--- src/rtl/riscv_pkg.sv ---
// Shared RISC-V pipeline definitions: datapath width, NOP encoding,
// default reset vector and the fetch FIFO entry layout.
package riscv_pkg;

  localparam int XLEN = 32;
  localparam logic [31:0] INSTR_NOP = 32'h0000_0013;
  localparam logic [XLEN-1:0] RESET_VECTOR_DFLT = 32'h0000_0000;

  typedef struct packed {
    logic [XLEN-1:0] pc;
    logic [31:0]     instr;
  } fetch_entry_t;

endpackage

--- src/rtl/fetch_fifo.sv ---
// Circular-buffer prefetch FIFO of {pc, instr} entries with a synchronous
// flush. Pointers wrap naturally; count is one bit wider than the pointers.
module fetch_fifo
  import riscv_pkg::*;
#(
  parameter int DEPTH = 2,
  localparam int AW = $clog2(DEPTH)
) (
  input  logic         i_clk,
  input  logic         i_reset,
  input  logic         i_flush,
  input  logic         i_push,
  input  logic         i_pop,
  input  fetch_entry_t i_din,
  output fetch_entry_t o_dout,
  output logic [AW:0]  o_count
);

  localparam logic [AW-1:0] PTR_ONE = AW'(1);
  localparam logic [AW:0]   CNT_ONE = (AW + 1)'(1);

  fetch_entry_t  r_mem [DEPTH];
  logic [AW-1:0] r_wr_ptr;
  logic [AW-1:0] r_rd_ptr;
  logic [AW:0]   r_count;

  // Pointer and occupancy state; flush behaves exactly like reset.
  always_ff @(posedge i_clk) begin
    if (i_reset || i_flush) begin
      r_wr_ptr <= {AW{1'b0}};
      r_rd_ptr <= {AW{1'b0}};
      r_count  <= {(AW + 1){1'b0}};
    end else begin
      if (i_push) begin
        r_wr_ptr <= r_wr_ptr + PTR_ONE;
      end
      if (i_pop) begin
        r_rd_ptr <= r_rd_ptr + PTR_ONE;
      end
      case ({i_push, i_pop})
        2'b10:   r_count <= r_count + CNT_ONE;
        2'b01:   r_count <= r_count - CNT_ONE;
        default: r_count <= r_count;
      endcase
    end
  end

  // Entry storage needs no reset: occupancy alone decides validity.
  always_ff @(posedge i_clk) begin
    if (i_push && !i_reset && !i_flush) begin
      r_mem[r_wr_ptr] <= i_din;
    end
  end

  assign o_dout  = r_mem[r_rd_ptr];
  assign o_count = r_count;

endmodule

--- src/rtl/fetch_stage.sv ---
// IF stage: owns the PC, issues one-cycle-latency imem reads under a credit
// limit, buffers returns and hands {pc, instr} to decode. FETCH_PERF_CNT_EN adds perf counters.
module fetch_stage
  import riscv_pkg::*;
#(
  parameter int              FIFO_DEPTH   = 2,
  parameter logic [XLEN-1:0] RESET_VECTOR = RESET_VECTOR_DFLT
) (
  input  logic            i_clk,
  input  logic            i_reset,
  output logic            o_imem_req,
  output logic [XLEN-1:0] o_imem_addr,
  input  logic [31:0]     i_imem_rdata,
  input  logic            i_redirect_valid,
  input  logic [XLEN-1:0] i_redirect_pc,
  output logic            o_id_valid,
  input  logic            i_id_ready,
  output logic [XLEN-1:0] o_id_pc,
  output logic [31:0]     o_id_instr
`ifdef FETCH_PERF_CNT_EN
  ,
  output logic [31:0]     o_perf_fetched,
  output logic [31:0]     o_perf_flushed
`endif
);

  localparam int CW = $clog2(FIFO_DEPTH) + 1;
  localparam logic [CW-1:0]   DEPTH_C = CW'(FIFO_DEPTH);
  localparam logic [XLEN-1:0] PC_STEP = XLEN'(4);

  logic [XLEN-1:0] r_pc;
  logic            r_inflight;
  logic [XLEN-1:0] r_inflight_pc;
  logic [CW-1:0]   w_count;
  logic [CW-1:0]   w_used;
  logic            w_push;
  logic            w_pop;
  fetch_entry_t    w_din;
  fetch_entry_t    w_head;

  // Credit counts words already buffered plus the one still in flight.
  assign w_used      = w_count + {{(CW - 1){1'b0}}, r_inflight};
  assign o_imem_req  = !i_reset && !i_redirect_valid && (w_used < DEPTH_C);
  assign o_imem_addr = r_pc;
  assign w_push      = r_inflight && !i_redirect_valid;
  assign w_pop       = o_id_valid && i_id_ready;
  assign w_din       = '{pc: r_inflight_pc, instr: i_imem_rdata};

  // PC and in-flight tag; redirect overrides issue and kills the pending read.
  always_ff @(posedge i_clk) begin
    if (i_reset) begin
      r_pc          <= RESET_VECTOR;
      r_inflight    <= 1'b0;
      r_inflight_pc <= RESET_VECTOR;
    end else if (i_redirect_valid) begin
      r_pc       <= {i_redirect_pc[XLEN-1:2], 2'b00};
      r_inflight <= 1'b0;
    end else begin
      r_inflight <= o_imem_req;
      if (o_imem_req) begin
        r_pc          <= r_pc + PC_STEP;
        r_inflight_pc <= r_pc;
      end
    end
  end

  fetch_fifo #(
    .DEPTH (FIFO_DEPTH)
  ) u_fifo (
    .i_clk   (i_clk),
    .i_reset (i_reset),
    .i_flush (i_redirect_valid),
    .i_push  (w_push),
    .i_pop   (w_pop),
    .i_din   (w_din),
    .o_dout  (w_head),
    .o_count (w_count)
  );

  // Decode view of the FIFO head; an empty FIFO presents a NOP.
  always_comb begin
    o_id_valid = 1'b0;
    o_id_pc    = RESET_VECTOR;
    o_id_instr = INSTR_NOP;
    if (w_count != {CW{1'b0}}) begin
      o_id_valid = 1'b1;
      o_id_pc    = w_head.pc;
      o_id_instr = w_head.instr;
    end else begin
      o_id_valid = 1'b0;
    end
  end

`ifdef FETCH_PERF_CNT_EN
  logic [31:0]   r_perf_fetched;
  logic [31:0]   r_perf_flushed;
  logic [CW-1:0] w_dropped;

  // An entry popped in the redirect cycle was consumed, not flushed.
  assign w_dropped = w_used - {{(CW - 1){1'b0}}, w_pop};

  // Retired-fetch and flushed-word counters, wrapping modulo 2^32.
  always_ff @(posedge i_clk) begin
    if (i_reset) begin
      r_perf_fetched <= 32'd0;
      r_perf_flushed <= 32'd0;
    end else begin
      if (w_pop) begin
        r_perf_fetched <= r_perf_fetched + 32'd1;
      end
      if (i_redirect_valid) begin
        r_perf_flushed <= r_perf_flushed + {{(32 - CW){1'b0}}, w_dropped};
      end
    end
  end

  assign o_perf_fetched = r_perf_fetched;
  assign o_perf_flushed = r_perf_flushed;
`endif

endmodule
--- config.mk ---
export PLATFORM = sky130hd
export DESIGN_NAME = fetch_stage
export DESIGN_NICKNAME = d
export VERILOG_FILES = /design/src/rtl/riscv_pkg.sv /design/src/rtl/fetch_fifo.sv /design/src/rtl/fetch_stage.sv
export SDC_FILE = /design/constraint.sdc
export NUM_CORES = 1
export LEC_CHECK = 0
export ABC_AREA = 1
export CAP_MARGIN = 0
export CELL_PAD_IN_SITES_DETAIL_PLACEMENT = 1
export CELL_PAD_IN_SITES_GLOBAL_PLACEMENT = 1
export CORE_MARGIN = 5
export CORE_UTILIZATION = 30
export DETAILED_ROUTE_END_ITERATION = 12
export PLACE_DENSITY_LB_ADDON = 0.08
export REMOVE_ABC_BUFFERS = 1
export SKIP_CTS_REPAIR_TIMING = 1
export SLEW_MARGIN = 20
export SYNTH_ARGS = -nofsm -noshare
export SYNTH_HDL_FRONTEND = slang
export SYNTH_HIERARCHICAL = 1
export SYNTH_SLANG_ARGS = --single-unit
--- constraint.sdc ---
create_clock -name i_clk -period 6.8 [get_ports i_clk]
set_input_delay 0.68 -clock i_clk [delete_from_list [all_inputs] [get_ports i_clk]]
set_output_delay 0.68 -clock i_clk [all_outputs]
set_load 0.05 [all_outputs]
==> run_summary.xml, run 1 <==
<?xml version="1.0" encoding="UTF-8"?>
<metrics>
  <group name="worst_setup_path">
    <metric name="worst_ep_arrival_time" unit="ns">3.29</metric>
    <metric name="largest_fanout_on_the_critical_path" unit="">39</metric>
    <metric name="required" unit="ns">6.12</metric>
    <metric name="path_class" unit="">reg2out</metric>
    <metric name="delay_contributed_by_the_slowest_stage_of_the_critical_path" unit="ns">0.89</metric>
    <metric name="crit_path_start_kind" unit="">flip-flop</metric>
    <metric name="crit_path_cell_trace" unit="">buf_4 -&gt; mux2_4 -&gt; or2_2 -&gt; clkdlybuf4s50_1</metric>
    <metric name="timing.critical_path.to_type" unit="">primary output</metric>
    <metric name="critical-path-slowest-cell" unit="">sky130_fd_sc_hd__dfxtp_4</metric>
  </group>
  <group name="clock_network">
    <metric name="cts_tree" unit="">yes</metric>
    <metric name="numCtsBuffers" unit="">17</metric>
    <metric name="clock_insertion_delay_at_the_later_pin_of_the_skew_report" unit="ns">0.44</metric>
    <metric name="clk_path_buf_depth" unit="">2</metric>
    <metric name="cts.sink_count" unit="">194</metric>
    <metric name="number_of_h_tree_levels" unit="">4</metric>
    <metric name="clk_transition_reported_paths" unit="ns">0.08</metric>
    <metric name="ctsRootBufferMaster" unit="">sky130_fd_sc_hd__clkbuf_16</metric>
  </group>
  <group name="cells_and_area">
    <metric name="final_core_utilization" unit="">0.390</metric>
    <metric name="final_net_count" unit="">1108</metric>
    <metric name="final_layout_size_suffix_gt1_frac" unit="">0.136</metric>
    <metric name="syn2layout_area_growth" unit="%">27.7</metric>
    <metric name="footprint_of_the_multi_input_gates" unit="um^2">3150</metric>
    <metric name="fillers" unit="">3349</metric>
    <metric name="register_area" unit="um^2">5170</metric>
    <metric name="num_antenna_cells" unit="">0</metric>
  </group>
  <group name="route">
    <metric name="routedLengthMet1" unit="um">11100</metric>
    <metric name="routed-wl-met3" unit="um">1100</metric>
    <metric name="vias_per_cell" unit="">4.42</metric>
    <metric name="highest-signal-layer" unit="">met4</metric>
    <metric name="drt_first_pass_iters" unit="">5</metric>
    <metric name="detail_route.wirelength" unit="um">24000</metric>
    <metric name="wire_length_per_cell_after_detailed_routing" unit="um">16.7</metric>
    <metric name="dr_total_vias" unit="">6375</metric>
    <metric name="routed-wl-met2" unit="um">11700</metric>
    <metric name="number_of_routed_nets_with_antenna_violations" unit="">0</metric>
    <metric name="drcViolationCount" unit="">0</metric>
    <metric name="first_iter_violations" unit="">169</metric>
  </group>
  <group name="floorplan">
    <metric name="die_h" unit="um">184</metric>
    <metric name="die-area" unit="um^2">33800</metric>
    <metric name="placeableCoreArea" unit="um^2">29700</metric>
    <metric name="effective_utilization_at_floorplan" unit="">0.305</metric>
    <metric name="io_pins" unit="">166</metric>
    <metric name="die_w" unit="um">184</metric>
    <metric name="rows" unit="">63</metric>
  </group>
  <group name="yosys">
    <metric name="synth-async-reset-ratio" unit="">0</metric>
    <metric name="netlist.area_leader.share" unit="">0.424</metric>
    <metric name="yosysMostFrequentCell" unit="">sky130_fd_sc_hd__nand2_1</metric>
    <metric name="synth_edf_count" unit="">128</metric>
    <metric name="synthDominantAreaCellType" unit="">sky130_fd_sc_hd__edfxtp_1</metric>
    <metric name="synth-main-ff-cell" unit="">sky130_fd_sc_hd__edfxtp_1</metric>
    <metric name="yosysUniqueCellTypes" unit="">41</metric>
    <metric name="ys_ff_latch" unit="">194</metric>
    <metric name="synth_cells" unit="">882</metric>
    <metric name="ys_warn_count" unit="">6</metric>
    <metric name="avgSynthCellArea" unit="um^2">10.3</metric>
    <metric name="synth_area_leaders" unit="">sky130_fd_sc_hd__edfxtp_1 (42%), sky130_fd_sc_hd__dfxtp_1 (15%), sky130_fd_sc_hd__mux2_4 (9.9%)</metric>
    <metric name="synthesis.area" unit="um^2">9060</metric>
    <metric name="synth.cells.most_frequent" unit="">sky130_fd_sc_hd__nand2_1 (149), sky130_fd_sc_hd__inv_1 (133), sky130_fd_sc_hd__edfxtp_1 (128)</metric>
    <metric name="seq_area_frac_synth" unit="">0.570</metric>
  </group>
  <group name="sta">
    <metric name="rsz0062_at_grt" unit="">false</metric>
    <metric name="timing.final.crit_share" unit="">0.584</metric>
    <metric name="tightestPinTransition" unit="ns">0.876</metric>
    <metric name="period_needed" unit="ns">3.97</metric>
    <metric name="timing.setup.tns" unit="ns">0</metric>
    <metric name="timing.slew.headroom" unit="">0.415</metric>
    <metric name="final.setup_skew" unit="ns">0.0150</metric>
    <metric name="finalSetupViolCount" unit="">0</metric>
    <metric name="achievable-frequency" unit="MHz">252</metric>
    <metric name="final_hold_viol_count" unit="">0</metric>
    <metric name="timing.final.max_slew_violations" unit="">0</metric>
  </group>
  <group name="global_route">
    <metric name="overall_overflow_remaining_after_global_route" unit="">0</metric>
    <metric name="first_pass_grt_wire_length" unit="um">37500</metric>
    <metric name="grt_antenna_before_repair" unit="">0</metric>
    <metric name="grt_util_overall" unit="">0.143</metric>
    <metric name="first_global_vias" unit="">6615</metric>
    <metric name="grt_max_degree" unit="">80</metric>
  </group>
  <group name="placed_design">
    <metric name="placement.io_buffers" unit="">161</metric>
    <metric name="place.detailed.hpwl" unit="um">16200</metric>
    <metric name="gp_congestion" unit="">0.726</metric>
  </group>
  <group name="run_status">
    <metric name="status" unit="">finished clean</metric>
  </group>
  <group name="pwr">
    <metric name="pwr_density_cell" unit="nW/um^2">223</metric>
    <metric name="vdd_ir_drop_max" unit="uV">130</metric>
    <metric name="sum_of_internal_switching_and_leakage_power" unit="mW">2.58</metric>
    <metric name="leakage" unit="nW">4.55</metric>
  </group>
  <group name="job">
    <metric name="drv_cap" unit="">0</metric>
  </group>
  <group name="min_path">
    <metric name="worst_min_path_class" unit="">reg2reg</metric>
  </group>
</metrics>
## report_power, final
group	total [mW]	switching [mW]	internal (mW)
clock network	1.02	0.497	0.527
registers	1.31	0.0284	1.28
logic	0.253	0.157	0.0968
total	2.58	0.682	1.90
## layout make-up
class,count,area share
sequential,194,0.446
multi-input combinational,521,0.272
clock inverter,14,0.0138
inverter,135,0.0438
tap,390,0.0421
clock buffer,18,0.0371
timing repair buffer,169,0.144
## critical path, delay by kind of cell, from the launching register on
family,cells,cell delay (ns)
buf+inv,2,1.28
flops,1,0.89
mux,1,0.34
simple gates,1,0.30
## cell families after synthesis
logic type	share of synthesized area
compound gates	0.0438
buf+inv	0.0867
xor+xnor	0.00676
mux	0.104
flops	0.570
fa+ha+maj	0.00276
other cells	0.000414
simple gates	0.186
## sequential cells by signal, indices dropped and copies added (netlist names), named ones only
name	flops
u_fifo/r_wr_ptr	1
r_inflight	1
u_fifo/r_mem	128
u_fifo/o_count	2
u_fifo/r_rd_ptr	1
o_imem_addr	30
r_inflight_pc	30
## routing by layer
| metal | global-route usage | vias up |
|---|---|---|
| met5 | 0 | - |
| met4 | 0.0293 | 0 |
| met2 | 0.243 | 129 |
| met3 | 0.0299 | 9 |
| met1 | 0.190 | 3059 |
| li1 | - | 3178 |
## metrics by stage
stage / hold WS (ns) / instance area, um^2 / worst slack, ns / cells
detailed placement: 0.442 / 11000 / 2.82 / 1409
global placement: 0.434 / 11000 / 2.83 / 1409
CTS: 0.452 / 11600 / 2.74 / 1441
global route: 0.468 / 11600 / 2.70 / 1441
finish: 0.454 / 11600 / 2.83 / 1441
floorplan: 0.426 / 8800 / 0.961 / 850
## final timing paths
| kind | depth (start not counted) | endpoint | startpoint | slack, ns |
|---|---|---|---|---|
| worst min register to register | 0 | u_fifo/r_mem[1][55] | r_inflight_pc[23] | 0.45 |
| worst min-delay path | 0 | u_fifo/r_mem[1][55] | r_inflight_pc[23] | 0.45 |
| worst max-delay path | 4 | o_id_instr[4] | flip-flop | 2.83 |
| worst max register to register | 9 | o_imem_addr[6] | u_fifo/o_count[0] | 4.01 |
## cells in the final DEF, fill, tap and decap left out, types with 5 or more instances in the layout
| cell type | n |
|---|---|
| sky130_fd_sc_hd__nor2_4 | 9 |
| sky130_fd_sc_hd__buf_4 | 8 |
| sky130_fd_sc_hd__nand3b_1 | 6 |
| sky130_fd_sc_hd__conb_1 | 6 |
| sky130_fd_sc_hd__mux2_4 | 60 |
| sky130_fd_sc_hd__nand2_2 | 5 |
| sky130_fd_sc_hd__nor2_1 | 123 |
| sky130_fd_sc_hd__inv_1 | 132 |
| sky130_fd_sc_hd__edfxtp_1 | 128 |
| sky130_fd_sc_hd__dfxtp_1 | 65 |
| sky130_fd_sc_hd__a31oi_1 | 5 |
| sky130_fd_sc_hd__o21ai_0 | 27 |
| sky130_fd_sc_hd__nand3_1 | 60 |
| sky130_fd_sc_hd__clkbuf_16 | 17 |
| sky130_fd_sc_hd__nand4_1 | 6 |
| sky130_fd_sc_hd__a31o_2 | 5 |
| sky130_fd_sc_hd__a21oi_1 | 15 |
| sky130_fd_sc_hd__inv_6 | 5 |
| sky130_fd_sc_hd__clkdlybuf4s50_1 | 161 |
| sky130_fd_sc_hd__nand2_1 | 149 |
| sky130_fd_sc_hd__o21ai_1 | 7 |
(Power assumes the default switching activity.)
==> inputs of run 2 (changes only) <==
==> constraint.sdc (replaced) <==
create_clock -name i_clk -period 3.2 [get_ports i_clk]
set_input_delay 0.32 -clock i_clk [delete_from_list [all_inputs] [get_ports i_clk]]
set_output_delay 0.32 -clock i_clk [all_outputs]
set_load 0.05 [all_outputs]
==> run_summary.xml, run 2 (same netlist as run 1, synthesis figures left out) <==
<?xml version="1.0" encoding="UTF-8"?>
<metrics>
  <group name="sta">
    <metric name="timing.slew.headroom" unit="">0.594</metric>
    <metric name="tightestPinTransition" unit="ns">0.607</metric>
    <metric name="finalSetupViolCount" unit="">0</metric>
    <metric name="hold-worst-slack" unit="ns">0.456</metric>
    <metric name="final.setup_skew" unit="ns">0.0138</metric>
    <metric name="rsz0062_at_grt" unit="">false</metric>
    <metric name="achievable-frequency" unit="MHz">345</metric>
    <metric name="timing.setup.tns" unit="ns">0</metric>
    <metric name="period_needed" unit="ns">2.89</metric>
    <metric name="timing.final.max_slew_violations" unit="">0</metric>
    <metric name="timing.final.crit_share" unit="">0.905</metric>
    <metric name="final_hold_viol_count" unit="">0</metric>
  </group>
  <group name="pwr">
    <metric name="clkPwrFrac" unit="">0.394</metric>
    <metric name="share_comb_of_total_power" unit="">0.101</metric>
    <metric name="vdd_ir_drop_max" unit="uV">236</metric>
    <metric name="seqPwrFrac" unit="">0.505</metric>
    <metric name="intPower" unit="mW">4.05</metric>
    <metric name="power.share.switching" unit="">0.262</metric>
    <metric name="sum_of_internal_switching_and_leakage_power" unit="mW">5.49</metric>
    <metric name="switching_power" unit="mW">1.44</metric>
    <metric name="pwr_density_cell" unit="nW/um^2">467</metric>
    <metric name="leakage" unit="nW">4.63</metric>
  </group>
  <group name="floorplan">
    <metric name="rows" unit="">63</metric>
    <metric name="die-area" unit="um^2">33800</metric>
    <metric name="placeableCoreArea" unit="um^2">29700</metric>
    <metric name="effective_utilization_at_floorplan" unit="">0.305</metric>
    <metric name="die_w" unit="um">184</metric>
    <metric name="io_pins" unit="">166</metric>
    <metric name="die_h" unit="um">184</metric>
  </group>
  <group name="job">
    <metric name="drv_cap" unit="">0</metric>
  </group>
  <group name="cells_and_area">
    <metric name="syn2layout_area_growth" unit="%">29.5</metric>
    <metric name="layout.cells.most_common_list" unit="">sky130_fd_sc_hd__clkdlybuf4s50_1 (160), sky130_fd_sc_hd__nand2_1 (149), sky130_fd_sc_hd__inv_1 (133), sky130_fd_sc_hd__edfxtp_1 (128), sky130_fd_sc_hd__nor2_1 (123)</metric>
    <metric name="layout.cells.most_common" unit="">sky130_fd_sc_hd__clkdlybuf4s50_1</metric>
    <metric name="final_net_count" unit="">1117</metric>
    <metric name="final_layout_size_suffix_gt1_frac" unit="">0.144</metric>
    <metric name="largest_reg_flops" unit="">128</metric>
    <metric name="final_core_utilization" unit="">0.395</metric>
    <metric name="regMostFlops" unit="">u_fifo/r_mem</metric>
    <metric name="fillers" unit="">3327</metric>
    <metric name="num_antenna_cells" unit="">0</metric>
    <metric name="stdcell_area" unit="um^2">11700</metric>
  </group>
  <group name="worst_setup_path">
    <metric name="r2r_end" unit="">o_imem_addr[12]</metric>
    <metric name="worstReg2RegStart" unit="">u_fifo/o_count[0]</metric>
    <metric name="critical-path-slowest-cell" unit="">sky130_fd_sc_hd__clkdlybuf4s50_1</metric>
    <metric name="path_class" unit="">reg2out</metric>
    <metric name="required" unit="ns">2.88</metric>
    <metric name="rrSetupSlack" unit="ns">1.41</metric>
    <metric name="reg2reg_depth" unit="">8</metric>
    <metric name="timing.critical_path.to_type" unit="">primary output</metric>
    <metric name="crit_path_start_kind" unit="">flip-flop</metric>
    <metric name="largest_fanout_on_the_critical_path" unit="">22</metric>
    <metric name="worst_ep_arrival_time" unit="ns">2.57</metric>
    <metric name="crit_path_cell_trace" unit="">buf_12 -&gt; mux2_4 -&gt; or2_2 -&gt; clkdlybuf4s50_1</metric>
    <metric name="crit_end" unit="">o_id_instr[4]</metric>
    <metric name="delay_contributed_by_the_slowest_stage_of_the_critical_path" unit="ns">0.70</metric>
  </group>
  <group name="global_route">
    <metric name="grt_max_degree" unit="">80</metric>
    <metric name="grt_antenna_before_repair" unit="">0</metric>
    <metric name="overall_overflow_remaining_after_global_route" unit="">0</metric>
    <metric name="first_pass_grt_wire_length" unit="um">37200</metric>
    <metric name="first_global_vias" unit="">6591</metric>
    <metric name="grt_util_overall" unit="">0.142</metric>
  </group>
  <group name="clock_network">
    <metric name="clock_insertion_delay_at_the_later_pin_of_the_skew_report" unit="ns">0.43</metric>
    <metric name="clk_path_buf_depth" unit="">2</metric>
    <metric name="cts.sink_count" unit="">194</metric>
    <metric name="number_of_h_tree_levels" unit="">4</metric>
    <metric name="clk_transition_reported_paths" unit="ns">0.08</metric>
    <metric name="cts_tree" unit="">yes</metric>
    <metric name="ctsRootBufferMaster" unit="">sky130_fd_sc_hd__clkbuf_16</metric>
    <metric name="numCtsBuffers" unit="">17</metric>
  </group>
  <group name="route">
    <metric name="vias_per_cell" unit="">4.40</metric>
    <metric name="wire_length_per_cell_after_detailed_routing" unit="um">16.4</metric>
    <metric name="first_iter_violations" unit="">229</metric>
    <metric name="detail_route.wirelength" unit="um">23800</metric>
    <metric name="number_of_routed_nets_with_antenna_violations" unit="">0</metric>
    <metric name="drcViolationCount" unit="">0</metric>
    <metric name="drt_first_pass_iters" unit="">4</metric>
    <metric name="dr_total_vias" unit="">6380</metric>
  </group>
  <group name="placed_design">
    <metric name="gp_congestion" unit="">0.756</metric>
    <metric name="placement.io_buffers" unit="">161</metric>
    <metric name="placed_cell_area" unit="um^2">11200</metric>
    <metric name="place.detailed.hpwl" unit="um">16500</metric>
  </group>
  <group name="min_path">
    <metric name="worst_min_path_class" unit="">reg2reg</metric>
  </group>
  <group name="run_status">
    <metric name="status" unit="">finished clean</metric>
  </group>
</metrics>
## run 2: cell types whose count changed in the layout (fill, tap and decap cells not counted), sizes merged
cell / previous run / this run
buf: 8 / 18
clkbuf: 18 / 17
clkdlybuf4s50: 161 / 160
## run 2: worst min-delay path by stage
stage	cells past startpoint	end	startpoint	slack (ns)
finish	0	u_fifo/r_mem[1][57]	r_inflight_pc[25]	0.46
global placement	0	u_fifo/r_mem[0][44]	r_inflight_pc[12]	0.43
global route	1	u_fifo/r_mem[1][27]	i_imem_rdata[27]	0.44
CTS	1	u_fifo/r_mem[1][27]	i_imem_rdata[27]	0.44
detailed placement	0	u_fifo/r_mem[1][44]	r_inflight_pc[12]	0.44
floorplan	1	o_imem_addr[17]	i_reset	0.38
## run 2: final cells by class
cell class | count | area, um^2 | share of cell area
inverter | 135 | 507 | 0.0432
multi-input combinational | 521 | 3150 | 0.269
timing repair buffer | 178 | 1840 | 0.156
tap | 390 | 488 | 0.0416
clock buffer | 17 | 425 | 0.0362
sequential | 194 | 5170 | 0.440
clock inverter | 14 | 161 | 0.0137
## run 2: metrics by stage
| step | setup WS, ns | instances |
|---|---|---|
| 6_report | 0.305 | 1449 |
| 5_1_grt | 0.219 | 1449 |
| 4_1_cts | 0.250 | 1449 |
| 3_5_place_dp | 0.729 | 1418 |
| 3_3_place_gp | 0.735 | 1418 |
| 2_1_floorplan | -2.30 | 850 |
## run 2: critical path, delay by kind of cell, from the launching register on
family	cells	cell delay (ns)
and+or+nand+nor	1	0.29
muxes	1	0.31
buffers and inverters	2	0.96
DFF	1	0.57
## run 2: power by group through the flow
stage,clock [mW],sequential [mW],combinational [mW]
2_1_floorplan,0,2.90,0.221
3_3_place_gp,0,2.83,0.559
3_5_place_dp,0,2.83,0.563
4_1_cts,2.25,2.77,0.566
5_1_grt,2.35,2.78,0.600
6_report,2.16,2.77,0.554
## run 2: metal layers
| metal | track usage | up-vias | part of all wire |
|---|---|---|---|
| met5 | 0 | - | 0 |
| met4 | 0.0284 | 0 | 0.0073 |
| met3 | 0.0299 | 13 | 0.038 |
| met2 | 0.241 | 114 | 0.48 |
| met1 | 0.190 | 3051 | 0.48 |
| li1 | - | 3202 | - |
